**src/rtl/segway_pkg.sv**
```systemverilog
// Shared definitions for the balance-controller motor drive path.
package segway_pkg;

   // Duty magnitude width, shared with the duty computation block.
   localparam int DUTY_W = 11;

   // PWM period in clocks for the default counter width.
   localparam int PWM_PERIOD = 1 << DUTY_W;

   // Direction FSM states of one H-bridge driver.
   typedef enum logic [1:0] {
      FWD  = 2'd0,
      REV  = 2'd1,
      DEAD = 2'd2
   } mtr_state_e;

   // PWM period for an arbitrary counter width.
   function automatic int pwm_period(input int cnt_w);
      return 1 << cnt_w;
   endfunction

endpackage

```
**src/rtl/mtr_drv_chk.sv**
```systemverilog
// Shoot-through checker: both bridge lines may only be high together when
// the previous cycle was in a brake condition (never, in a coast build).
module mtr_drv_chk (
   input logic clk,
   input logic rst_n,
   input logic pwm_fwd_i,
   input logic pwm_rev_i,
   input logic brake_i
);

   a_no_overlap: assert property (
      @(posedge clk) disable iff (!rst_n)
         (pwm_fwd_i && pwm_rev_i) |-> $past(brake_i)
   );

endmodule

```
**src/rtl/mtr_drv_pwm_cmp.sv**
```systemverilog
// PWM counter, period-boundary duty latch and registered output compare.
// Outputs are steered by the direction selects from the parent FSM; the
// brake term drives both lines high when BRAKE_EN is set.
module pwm_cmp
   import segway_pkg::*;
#(
   parameter int CNT_W    = DUTY_W,
   parameter bit BRAKE_EN = 1'b0
) (
   input  logic             clk,
   input  logic             rst_n,
   input  logic             en_i,
   input  logic [CNT_W-1:0] duty_i,
   input  logic             drv_fwd_i,
   input  logic             drv_rev_i,
   input  logic             dead_i,
   output logic             boundary_o,
   output logic             brake_o,
   output logic             pwm_fwd_o,
   output logic             pwm_rev_o,
   output logic             period_tick_o
);

   localparam logic [CNT_W-1:0] CNT_LAST = {CNT_W{1'b1}};
   localparam logic [CNT_W-1:0] CNT_ZERO = {CNT_W{1'b0}};
   localparam logic [CNT_W-1:0] CNT_ONE  = {{(CNT_W-1){1'b0}}, 1'b1};

   logic [CNT_W-1:0] cnt_q;
   logic [CNT_W-1:0] cnt_d;
   logic [CNT_W-1:0] duty_q;
   logic [CNT_W-1:0] duty_d;
   logic             pwm_fwd_q;
   logic             pwm_fwd_d;
   logic             pwm_rev_q;
   logic             pwm_rev_d;
   logic             period_tick_q;
   logic             below_s;
   logic             brake_s;

   // Next-state for counter, duty latch and steered compare outputs.
   always_comb begin
      boundary_o = en_i & (cnt_q == CNT_LAST);
      below_s    = (cnt_q < duty_q);
      brake_s    = BRAKE_EN & (dead_i | (duty_q == CNT_ZERO));
      brake_o    = en_i & brake_s;
      if (en_i) begin
         cnt_d = cnt_q + CNT_ONE;
      end else begin
         cnt_d = CNT_ZERO;
      end
      if (boundary_o) begin
         duty_d = duty_i;
      end else begin
         duty_d = duty_q;
      end
      pwm_fwd_d = en_i & ((drv_fwd_i & below_s) | brake_s);
      pwm_rev_d = en_i & ((drv_rev_i & below_s) | brake_s);
   end

   // Counter, duty and output registers with synchronous reset.
   always_ff @(posedge clk) begin
      if (!rst_n) begin
         cnt_q         <= CNT_ZERO;
         duty_q        <= CNT_ZERO;
         pwm_fwd_q     <= 1'b0;
         pwm_rev_q     <= 1'b0;
         period_tick_q <= 1'b0;
      end else begin
         cnt_q         <= cnt_d;
         duty_q        <= duty_d;
         pwm_fwd_q     <= pwm_fwd_d;
         pwm_rev_q     <= pwm_rev_d;
         period_tick_q <= boundary_o;
      end
   end

   assign pwm_fwd_o     = pwm_fwd_q;
   assign pwm_rev_o     = pwm_rev_q;
   assign period_tick_o = period_tick_q;

endmodule

```
**src/rtl/mtr_drv.sv**
```systemverilog
// One motor H-bridge driver: boundary-latched duty PWM with a direction
// FSM that inserts whole dead periods on reversal.
// Optional macro MTR_DRV_BRAKE_EN: drive both lines high (dynamic brake)
// in DEAD and at zero duty instead of coasting.
module mtr_drv
   import segway_pkg::*;
#(
   parameter int CNT_W        = DUTY_W,
   parameter int DEAD_PERIODS = 1
) (
   input  logic             clk,
   input  logic             rst_n,
   input  logic             en,
   input  logic [CNT_W-1:0] mtr_duty,
   input  logic             rev,
   output logic             pwm_fwd,
   output logic             pwm_rev,
   output logic             period_tick,
   output logic             dir_q
);

`ifdef MTR_DRV_BRAKE_EN
   localparam bit BRAKE_EN = 1'b1;
`else
   localparam bit BRAKE_EN = 1'b0;
`endif

   localparam logic [3:0] DEAD_INIT = 4'(DEAD_PERIODS - 1);

   mtr_state_e state_q;
   logic [3:0] dead_cnt_q;
   logic       boundary_s;
   logic       brake_s;
   logic       drv_fwd_s;
   logic       drv_rev_s;
   logic       dead_s;

   // Decode the FSM state into output steering selects.
   always_comb begin
      drv_fwd_s = (state_q == FWD);
      drv_rev_s = (state_q == REV);
      dead_s    = (state_q == DEAD);
   end

   pwm_cmp #(
      .CNT_W    (CNT_W),
      .BRAKE_EN (BRAKE_EN)
   ) u_cmp (
      .clk           (clk),
      .rst_n         (rst_n),
      .en_i          (en),
      .duty_i        (mtr_duty),
      .drv_fwd_i     (drv_fwd_s),
      .drv_rev_i     (drv_rev_s),
      .dead_i        (dead_s),
      .boundary_o    (boundary_s),
      .brake_o       (brake_s),
      .pwm_fwd_o     (pwm_fwd),
      .pwm_rev_o     (pwm_rev),
      .period_tick_o (period_tick)
   );

   // Direction FSM: evaluates rev only at period boundaries.
   always_ff @(posedge clk) begin
      if (!rst_n) begin
         state_q    <= FWD;
         dead_cnt_q <= 4'd0;
         dir_q      <= 1'b0;
      end else if (boundary_s) begin
         case (state_q)
            FWD: begin
               if (rev) begin
                  state_q    <= DEAD;
                  dead_cnt_q <= DEAD_INIT;
               end
            end
            REV: begin
               if (!rev) begin
                  state_q    <= DEAD;
                  dead_cnt_q <= DEAD_INIT;
               end
            end
            DEAD: begin
               if (dead_cnt_q != 4'd0) begin
                  dead_cnt_q <= dead_cnt_q - 4'd1;
               end else begin
                  state_q <= rev ? REV : FWD;
                  dir_q   <= rev;
               end
            end
            default: begin
               state_q    <= DEAD;
               dead_cnt_q <= DEAD_INIT;
            end
         endcase
      end
   end

   mtr_drv_chk u_chk (
      .clk       (clk),
      .rst_n     (rst_n),
      .pwm_fwd_i (pwm_fwd),
      .pwm_rev_i (pwm_rev),
      .brake_i   (brake_s)
   );

endmodule

```
**config.mk**
```make
export PLATFORM = sky130hd
export DESIGN_NAME = mtr_drv
export DESIGN_NICKNAME = d
export VERILOG_FILES = /design/src/rtl/segway_pkg.sv /design/src/rtl/mtr_drv_chk.sv /design/src/rtl/mtr_drv_pwm_cmp.sv /design/src/rtl/mtr_drv.sv
export SDC_FILE = /design/constraint.sdc
export NUM_CORES = 1
export LEC_CHECK = 0
export CAP_MARGIN = 20
export CORE_MARGIN = 4
export CORE_UTILIZATION = 58
export CTS_CLUSTER_SIZE = 8
export DETAILED_ROUTE_END_ITERATION = 7
export PLACE_DENSITY = 0.83
export SLEW_MARGIN = 20
export SYNTH_ARGS = -nofsm -noshare
export SYNTH_HDL_FRONTEND = slang
export SYNTH_SLANG_ARGS = --single-unit
```
**constraint.sdc**
```tcl
create_clock -name clk -period 4.6 [get_ports clk]
set_input_delay 0.69 -clock clk [delete_from_list [all_inputs] [get_ports clk]]
set_output_delay 0.69 -clock clk [all_outputs]
set_load 0.005 [all_outputs]
```
## Word-level counts from Yosys, hierarchy flattened

Index checks and enable logic that the tools add are counted.

| word-level totals | value |
|---|---|
| register bits | 32 |
| input bits | 15 |

| cells by class | value |
|---|---|
| reduce and logical (&&, ||, !) cells | 6 |
| $add $sub $neg | 2 |
| muxes and demuxes | 9 |
| equal/unequal tests | 7 |
| $lt $le $gt $ge | 1 |
| bitwise operators | 6 |

Operators by type and width:

| operator | number |
|---|---|
| 4-bit 2-to-1 mux | 3 |
| 4-bit case mux with 3 select lines | 1 |
| 11-bit by 1-bit adder with 11-bit output, second input constant | 1 |
| 11-bit == test, second input constant | 1 |
| 11-bit less-than comparator | 1 |
| 4-bit AND reduction | 2 |
| 2-bit 2-to-1 mux | 3 |
| 2-bit != test, second input constant | 3 |
| 2-bit case mux with 3 select lines | 1 |
| 1-bit AND | 5 |
| 4-bit nonzero test | 1 |
| 4-bit by 1-bit subtractor with 4-bit output, second input constant | 1 |
| 3-bit AND reduction | 1 |
| 2-bit by 1-bit == test with 1-bit output, second input constant | 1 |
| 2-bit == test, second input constant | 1 |
| 2-bit zero test | 1 |
| 2-bit by 1-bit != test with 1-bit output, second input constant | 1 |
| 2-bit AND reduction | 1 |
| 1-bit 2-to-1 mux | 1 |
| 1-bit NOT | 1 |

## Depth between registers and ports, before layout

Gate-level depths: netlist of run 1.

| logic depth | value |
|---|---|
| depth in word-level cells | 3 |
| depth in mapped cells | 7 |
| gate-level depth less buffers | 7 |

## Hierarchy

Synthesis of run 1 repeated with hierarchy kept, for this count alone.

| unflattened totals | value |
|---|---|
| cell total of the unflattened synthesis | 188 |
| area, all modules | 1,705.4 µm² |

Modules (own cells, without submodules):

| module | cells an instance | times used | area an instance (µm²) |
|---|---|---|---|
| pwm_cmp | 141 | 1 | 1,273.7 |
| mtr_drv | 47 | 1 | 431.7 |

## Worst setup path after synthesis of run 1

No wires, ideal clock.

| timing | value |
|---|---|
| path kind | register to register |
| start | register u_cmp.cnt_q[0] |
| end | register state_q[1] |
| slack | 2,662 ps |
| arrival | 1,820 ps |
| buffers on the path | 1 |
| stages on the path, launching flop included | 8 |
| required time | 4,481 ps |
| cells stage by stage | dfxtp_1 -> ha_1 -> nand4_1 -> or4_2 -> clkbuf_1 -> nor2_1 -> a21oi_1 -> o221a_2 |

| on the way | value |
|---|---|
| cells in the longest elaborated chain, start to end | 3 |

Ends and longest elaborated chain:

| item | line | source |
|---|---|---|
| from (decl) | mtr_drv_pwm_cmp.sv:28 | `logic [CNT_W-1:0] cnt_q;` |
| from (signal assigned) | mtr_drv_pwm_cmp.sv:69 | `cnt_q <= cnt_d;` |
| 11-bit == test | mtr_drv_pwm_cmp.sv:42 | `boundary_o = en_i & (cnt_q == CNT_LAST);` |
| 1-bit AND | mtr_drv_pwm_cmp.sv:42 |  |
| 4-bit AND reduction (no source line) | n/a |  |
| to (signal assigned) | mtr_drv.sv:87 | `state_q <= rev ? REV : FWD;` |
| to (decl) | mtr_drv.sv:30 | `mtr_state_e state_q;` |

No other way between the ends.
A chain may end at the register's enable or synchronous reset.

## Final worst setup path of run 1

| timing | value |
|---|---|
| start | input en |
| end | register state_q[1] |

| on the way | value |
|---|---|
| cells in the longest elaborated chain, start to end | 2 |

Ends and longest elaborated chain:

| item | line | source |
|---|---|---|
| from (decl) | mtr_drv.sv:13 | `input logic en,` |
| 1-bit AND | mtr_drv_pwm_cmp.sv:42 |  |
| 4-bit AND reduction (no source line) | n/a |  |

No other way between the ends.

==> results.py, run 1 <==
metrics = {
    "routing": {
        "viasPerCell": 5.56,
        "ant_nets": 0,
        "first_iter_violations": 60,
        "num_vias": 1329,
        "route.detailed.drc": 0,
        "wl_per_cell_microns": 13.4,
        "totalWireLength_mm": 3.20,
        "dr.pass1.iters": 4,
    },
    "worst_setup_path": {
        "slowest_stage": "or4_2",
        "arrival_ns": 2.54,
        "cp-start-kind": "input port",
        "critPathMaxFanout": 14,
        "rr_endpoint": "state_q[1]",
        "path_class": "input port to flip-flop",
        "crit_required_ns": 4.84,
        "cp_cell_sequence": "clkdlybuf4s50_1, nand2_1, or4_2, nor2_1, a21oi_1, o221a_2",
        "end_kind": "flip-flop",
        "worstRegToRegCells": 6,
        "worst-path-buf-inv": 1,
        "critPathMaxStageDelay_ns": 0.74,
        "crit_start": "en",
        "reg2reg_from": "u_cmp.cnt_q[1]",
        "reg2reg_slack_ns": 2.42,
        "critPathTopFamily": "simple AND/OR/NAND/NOR gates",
    },
    "global_route": {
        "antenna_found_initial": 0,
        "grt_overflow": 0,
        "grt_max_degree": 17,
        "grt_pass1_wl_mm": 5.50,
        "grt_pass1_vias": 1271,
        "grt_util_all_layers_pct": 20.8,
    },
    "worst_hold_path": {
        "hold_path_depth": 2,
        "hold_end": "u_cmp.duty_q[5]",
        "min-delay-start": "u_cmp.duty_q[5]",
        "min_path_type": "flip-flop to flip-flop",
    },
    "sta": {
        "rsz0062_at_grt": "no",
        "setup-tns-final_ns": 0,
        "tightest_slew_ns": 0.686,
        "fin_crit_ns": 2.29,
        "final-hold-violation-count": 0,
        "setup_viol": 0,
        "hold_slack_ns": 0.459,
        "max_slew_margin_pct": 54.1,
        "fmax_mhz": 436,
        "finalCritPeriodShare_pct": 49.9,
        "drv_slew": 0,
        "skew_ns": 0.00967,
    },
    "yosys": {
        "synth_cell_types": 34,
        "synth_xor_area_share_pct": 5.02,
        "synth_edf_count": 0,
        "async_reset_ff_share_pct": 0,
        "yosys_warnings": 0,
        "synthSimpleGateAreaFrac_pct": 25.6,
        "synthAdderAreaFrac_pct": 10.4,
        "syn_area_sq_mm": 0.00157,
        "synth_cells": 190,
        "synth_seq_area_share_pct": 40.8,
        "ys_seq_elements": 32,
        "synth_compound_area_share_pct": 11.4,
        "syn_avg_cell_area_sq_um": 8.26,
        "ys.flop_type": "dfxtp_1",
        "synth.area.mux_share_pct": 1.28,
        "synth_top_family_by_area": "simple AND/OR/NAND/NOR gates",
        "synth_nets": 218,
    },
    "floorplanning": {
        "core_sq_mm": 0.00252,
        "die_area_sq_mm": 0.00360,
        "rows": 18,
        "die_y_microns": 60.0,
        "die_w_microns": 60.0,
        "initial_core_util_pct": 62.2,
        "ios": 19,
    },
    "clock_network": {
        "root_buffer": "clkbuf_4",
        "tritoncts": "yes",
        "cts_sinks": 32,
        "postCtsHoldBufs": 0,
        "clk_latency_ns": 0.34,
        "clkTransAtPathRegs_ns": 0.10,
        "cts_made_buffers": 5,
        "cts_max_path_buffers": 2,
        "cts_resized": 0,
        "cts.htree.levels": 2,
        "post_cts_buffers": 0,
    },
    "place": {
        "gp_congestion": 0.816,
        "io_buffers": 18,
        "dp_hpwl_mm": 2.40,
    },
    "cells_and_area": {
        "n_fill_cell": 194,
        "drive_gt1_share_pct": 7.18,
        "area.growth.synth_to_final_pct": 16.0,
        "multi_input_area_sq_um": 847,
        "antenna_cells": 0,
        "final_util_pct": 72.2,
        "fin_nets": 236,
        "register_area_sq_um": 641,
    },
    "power_and_ir_drop": {
        "vdd_drop_max_uv": 243,
        "p_per_area_mw_per_mm2": 258,
        "p_leak_uw": 0.000675,
    },
    "outcome": {
        "outcome": "finished, final reports clean",
    },
    "flow_run": {
        "drv_cap": 0,
    },
}
==> through the flow <==
stage	cell area [sq um]	cells	worst slack [ns]	power, uW
5_1_grt	1820	239	2.22	492
3_3_place_gp	1760	231	2.02	307
6_report	1820	239	2.31	470
4_1_cts	1820	239	2.25	474
2_1_floorplan	1570	190	2.66	293
3_5_place_dp	1760	231	2.00	308
==> cell usage in the layout (no fill, tap or decap), types with 6 or more instances in the layout <==
master / instances
dfxtp_1: 32
inv_1: 15
nand2_1: 32
a21oi_1: 18
nor2_1: 18
clkdlybuf4s50_1: 18
nand4_1: 6
ha_1: 13
==> cell usage after synthesis (2+ instances only) <==
library cell / n / area [sq um]
a21o_1: 3 / 22.5
a21oi_1: 18 / 90.1
and3_1: 2 / 12.5
clkbuf_1: 6 / 22.5
dfxtp_1: 32 / 641
ha_1: 13 / 163
inv_1: 15 / 56.3
mux2i_1: 2 / 20.0
nand2_1: 32 / 120
nand3_1: 3 / 15.0
nand4_1: 6 / 37.5
nor2_1: 18 / 67.6
nor2b_1: 2 / 12.5
nor3_1: 6 / 30.0
o21ai_0: 4 / 20.0
o22ai_1: 3 / 18.8
xnor2_1: 4 / 35.0
xor2_1: 5 / 43.8
==> power breakdown <==
group / internal (uW) / switching [uW] / total, uW
Clock: 75.3 / 93.6 / 169
Sequential: 278 / 1.04 / 279
Combinational: 13.2 / 9.49 / 22.7
==> sequential cells by signal, indices dropped and copies added, names as in the netlist <==
name / flops
u_cmp.period_tick_o: 1
u_cmp.pwm_fwd_o: 1
dir_q: 1
u_cmp.cnt_q: 11
u_cmp.duty_q: 11
state_q: 2
u_cmp.pwm_rev_o: 1
dead_cnt_q: 4
==> worst min-delay path: stages, from the launching register on <==
cell and delay [ns]:
dfxtp_1 0.32, nand2_1 0.05, a21oi_1 0.05
==> worst max path at each step <==
stage,slack [ns],end,depth (start not counted)
final,2.31,state_q[1],6
after global routing,2.22,state_q[1],6
after CTS,2.25,u_cmp.duty_q[4],6
after detailed placement,2.00,state_q[1],6
after global placement,2.02,state_q[1],6
after floorplan,2.66,state_q[1],7
==> metal layers <==
layer / wire [microns] / GRT usage (%) / up-vias
li1: - / - / 683
met1: 1480 / 25.9 / 622
met2: 1510 / 31.6 / 17
met3: 160 / 7.99 / 7
met4: 47 / 9.49 / 0
met5: 0 / 0 / -
==> cell type report <==
class / count / share of cell area, %
clock buffers: 8 / 3.23
repair buffers: 18 / 9.90
multi-input cells: 136 / 46.5
well taps: 30 / 2.06
inverters: 15 / 3.09
flip-flops and latches: 32 / 35.2
==> logic make-up (layout without fill, tap and decap cells) <==
logic type | count (synthesis) | count (layout)
AND/OR/NAND/NOR | 81 | 81
flip-flops | 32 | 32
AO/OA/AOI/OAI | 31 | 31
buffers and inverters | 22 | 41
adder cells (fa/ha/maj) | 13 | 13
XOR/XNOR | 9 | 9
multiplexers | 2 | 2
Power figures use the tool's default switching activity.
==> inputs of run 2 (changes only) <==
--- a/config.mk
+++ b/config.mk
@@ -7,10 +7,10 @@
 export LEC_CHECK = 0
 export CAP_MARGIN = 20
 export CORE_MARGIN = 4
-export CORE_UTILIZATION = 58
+export CORE_UTILIZATION = 54
 export CTS_CLUSTER_SIZE = 8
 export DETAILED_ROUTE_END_ITERATION = 7
-export PLACE_DENSITY = 0.83
+export PLACE_DENSITY = 0.78
 export SLEW_MARGIN = 20
 export SYNTH_ARGS = -nofsm -noshare
 export SYNTH_HDL_FRONTEND = slang
==> constraint.sdc (replaced) <==
create_clock -name clk -period 2.23 [get_ports clk]
set_input_delay 0.3345 -clock clk [delete_from_list [all_inputs] [get_ports clk]]
set_output_delay 0.3345 -clock clk [all_outputs]
set_load 0.005 [all_outputs]
==> run 2 against run 1 <==
Net effect: sequential share of layout area fell by 1.4 points; final area increased by 4.1%; critical path depth is the same; register-to-register slack got worse by 2.3 ns; worst hold slack got worse by 0.0019 ns; via count increased by 4.8%; non-clock buffer count is 8 higher; core utilization shrank 3.5 points.
==> results.py, run 2 (synthesis gave the netlist of run 1 again) <==
metrics = {
    "outcome": {
        "outcome": "finished, final reports clean",
    },
    "worst_setup_path": {
        "reg2reg_slack_ns": 0.11,
        "cp-start-kind": "flip-flop",
        "crit_start": "u_cmp.cnt_q[0]",
        "arrival_ns": 2.36,
        "end_kind": "flip-flop",
        "crit_end": "dead_cnt_q[2]",
        "reg2reg_from": "u_cmp.cnt_q[0]",
        "rr_endpoint": "dead_cnt_q[2]",
        "crit_required_ns": 2.47,
        "path_class": "flip-flop to flip-flop",
        "worstRegToRegCells": 6,
        "critPathMaxFanout": 5,
    },
    "global_route": {
        "grt_pass1_wl_mm": 5.87,
        "antenna_found_initial": 0,
        "grt_max_degree": 12,
        "groute.layer.met1.usage_pct": 24.4,
        "grt_util_all_layers_pct": 21.5,
        "grt_overflow": 0,
        "top_usage_layer": "met2",
        "grt_pass1_vias": 1351,
        "use_met3_pct": 7.64,
        "gr-usage-met2_pct": 36.8,
    },
    "clock_network": {
        "cts_max_path_buffers": 2,
        "root_buffer": "clkbuf_4",
        "cts.htree.levels": 2,
        "postCtsHoldBufs": 0,
        "cts_sinks": 32,
        "clkTransAtPathRegs_ns": 0.10,
        "tritoncts": "yes",
        "cts_resized": 0,
        "clk_latency_ns": 0.34,
        "cts_made_buffers": 5,
        "post_cts_buffers": 0,
    },
    "sta": {
        "rsz0062_at_grt": "no",
        "skew_ns": 0.0107,
        "finalCritPeriodShare_pct": 95.0,
        "setup-tns-final_ns": 0,
        "tightest_slew_ns": 0.361,
        "drv_slew": 0,
        "max_slew_margin_pct": 75.7,
        "finalWorstSetupSlack_ns": 0.110,
        "final-hold-violation-count": 0,
        "fmax_mhz": 472,
        "setup_viol": 0,
        "fin_crit_ns": 2.12,
    },
    "cells_and_area": {
        "final_util_pct": 68.7,
        "top_regs": "u_cmp.cnt_q (11), u_cmp.duty_q (11), dead_cnt_q (4)",
        "instances_no_fill": 248,
        "final_cell_mix": "32 x nand2_1, 32 x dfxtp_1, 18 x nor2_1, 18 x a21oi_1, 18 x clkdlybuf4s50_1",
        "drive_gt1_share_pct": 10.6,
        "area.growth.synth_to_final_pct": 20.7,
        "fin_nets": 244,
        "antenna_cells": 0,
    },
    "place": {
        "io_buffers": 18,
        "dp_hpwl_mm": 2.75,
        "gp_congestion": 0.850,
        "place_inst": 240,
        "place_ws_ns": 0.0147,
    },
    "routing": {
        "dr.pass1.iters": 4,
        "wl_per_cell_microns": 13.9,
        "num_vias": 1393,
        "first_iter_violations": 75,
        "ant_nets": 0,
        "viasPerCell": 5.62,
        "totalWireLength_mm": 3.45,
        "route.detailed.drc": 0,
    },
    "power_and_ir_drop": {
        "p_per_area_mw_per_mm2": 559,
        "p_leak_uw": 0.000724,
        "power_uw": 1060,
        "vdd_drop_max_uv": 608,
    },
    "worst_hold_path": {
        "min_path_type": "flip-flop to flip-flop",
    },
    "floorplanning": {
        "core_sq_mm": 0.00276,
        "ios": 19,
        "initial_core_util_pct": 56.9,
        "die_area_sq_mm": 0.00383,
        "die_y_microns": 61.9,
        "rows": 19,
        "die_w_microns": 61.9,
    },
    "flow_run": {
        "drv_cap": 0,
    },
}
[run 2: critical path, stage by stage (launching register included)]
cell	delay, ns
dfxtp_1	0.40
ha_1	0.25
nand4_1	0.13
or4_4	0.57
nor2_1	0.28
o21ai_0	0.17
a31o_1	0.23
[run 2: area by class of cell]
class / instances / area (sq um)
Timing Repair Buffer: 26 / 240
Multi-Input combinational cell: 136 / 842
Clock buffer: 6 / 41.3
Fill cell: 241 / 863
Sequential cell: 32 / 641
Tap cell: 31 / 38.8
Clock inverter: 2 / 35.0
Inverter: 15 / 56.3
[run 2: how the worst min path moves through the flow]
stage / start / endpoint / depth (start not counted)
finish: u_cmp.duty_q[10] / u_cmp.duty_q[10] / 2
detailed placement: u_cmp.duty_q[3] / u_cmp.duty_q[3] / 2
floorplan: u_cmp.duty_q[10] / u_cmp.duty_q[10] / 2
global route: u_cmp.duty_q[6] / u_cmp.duty_q[6] / 2
global placement: u_cmp.duty_q[7] / u_cmp.duty_q[7] / 2
CTS: u_cmp.duty_q[10] / u_cmp.duty_q[10] / 2
[run 2: power by group]
part           total, uW  internal [uW]  switching (uW)
Clock                433            235             199
Combinational       50.5           29.7            20.9
Sequential           575            573            1.96
Total               1060            838             221
[run 2: layer usage]
metal | share of wire [%] | up-vias
met1 | 42 | 641
met3 | 5.4 | 15
met2 | 50 | 42
met5 | 0 | -
met4 | 2.5 | 0
li1 | - | 695
[run 2: per-stage QoR]
step	hold WS (ns)	instance area (sq um)
after detailed placement	0.447	1820
final	0.457	1890
after floorplan	0.432	1570
after global placement	0.439	1820
after global routing	0.485	1890
after CTS	0.460	1890
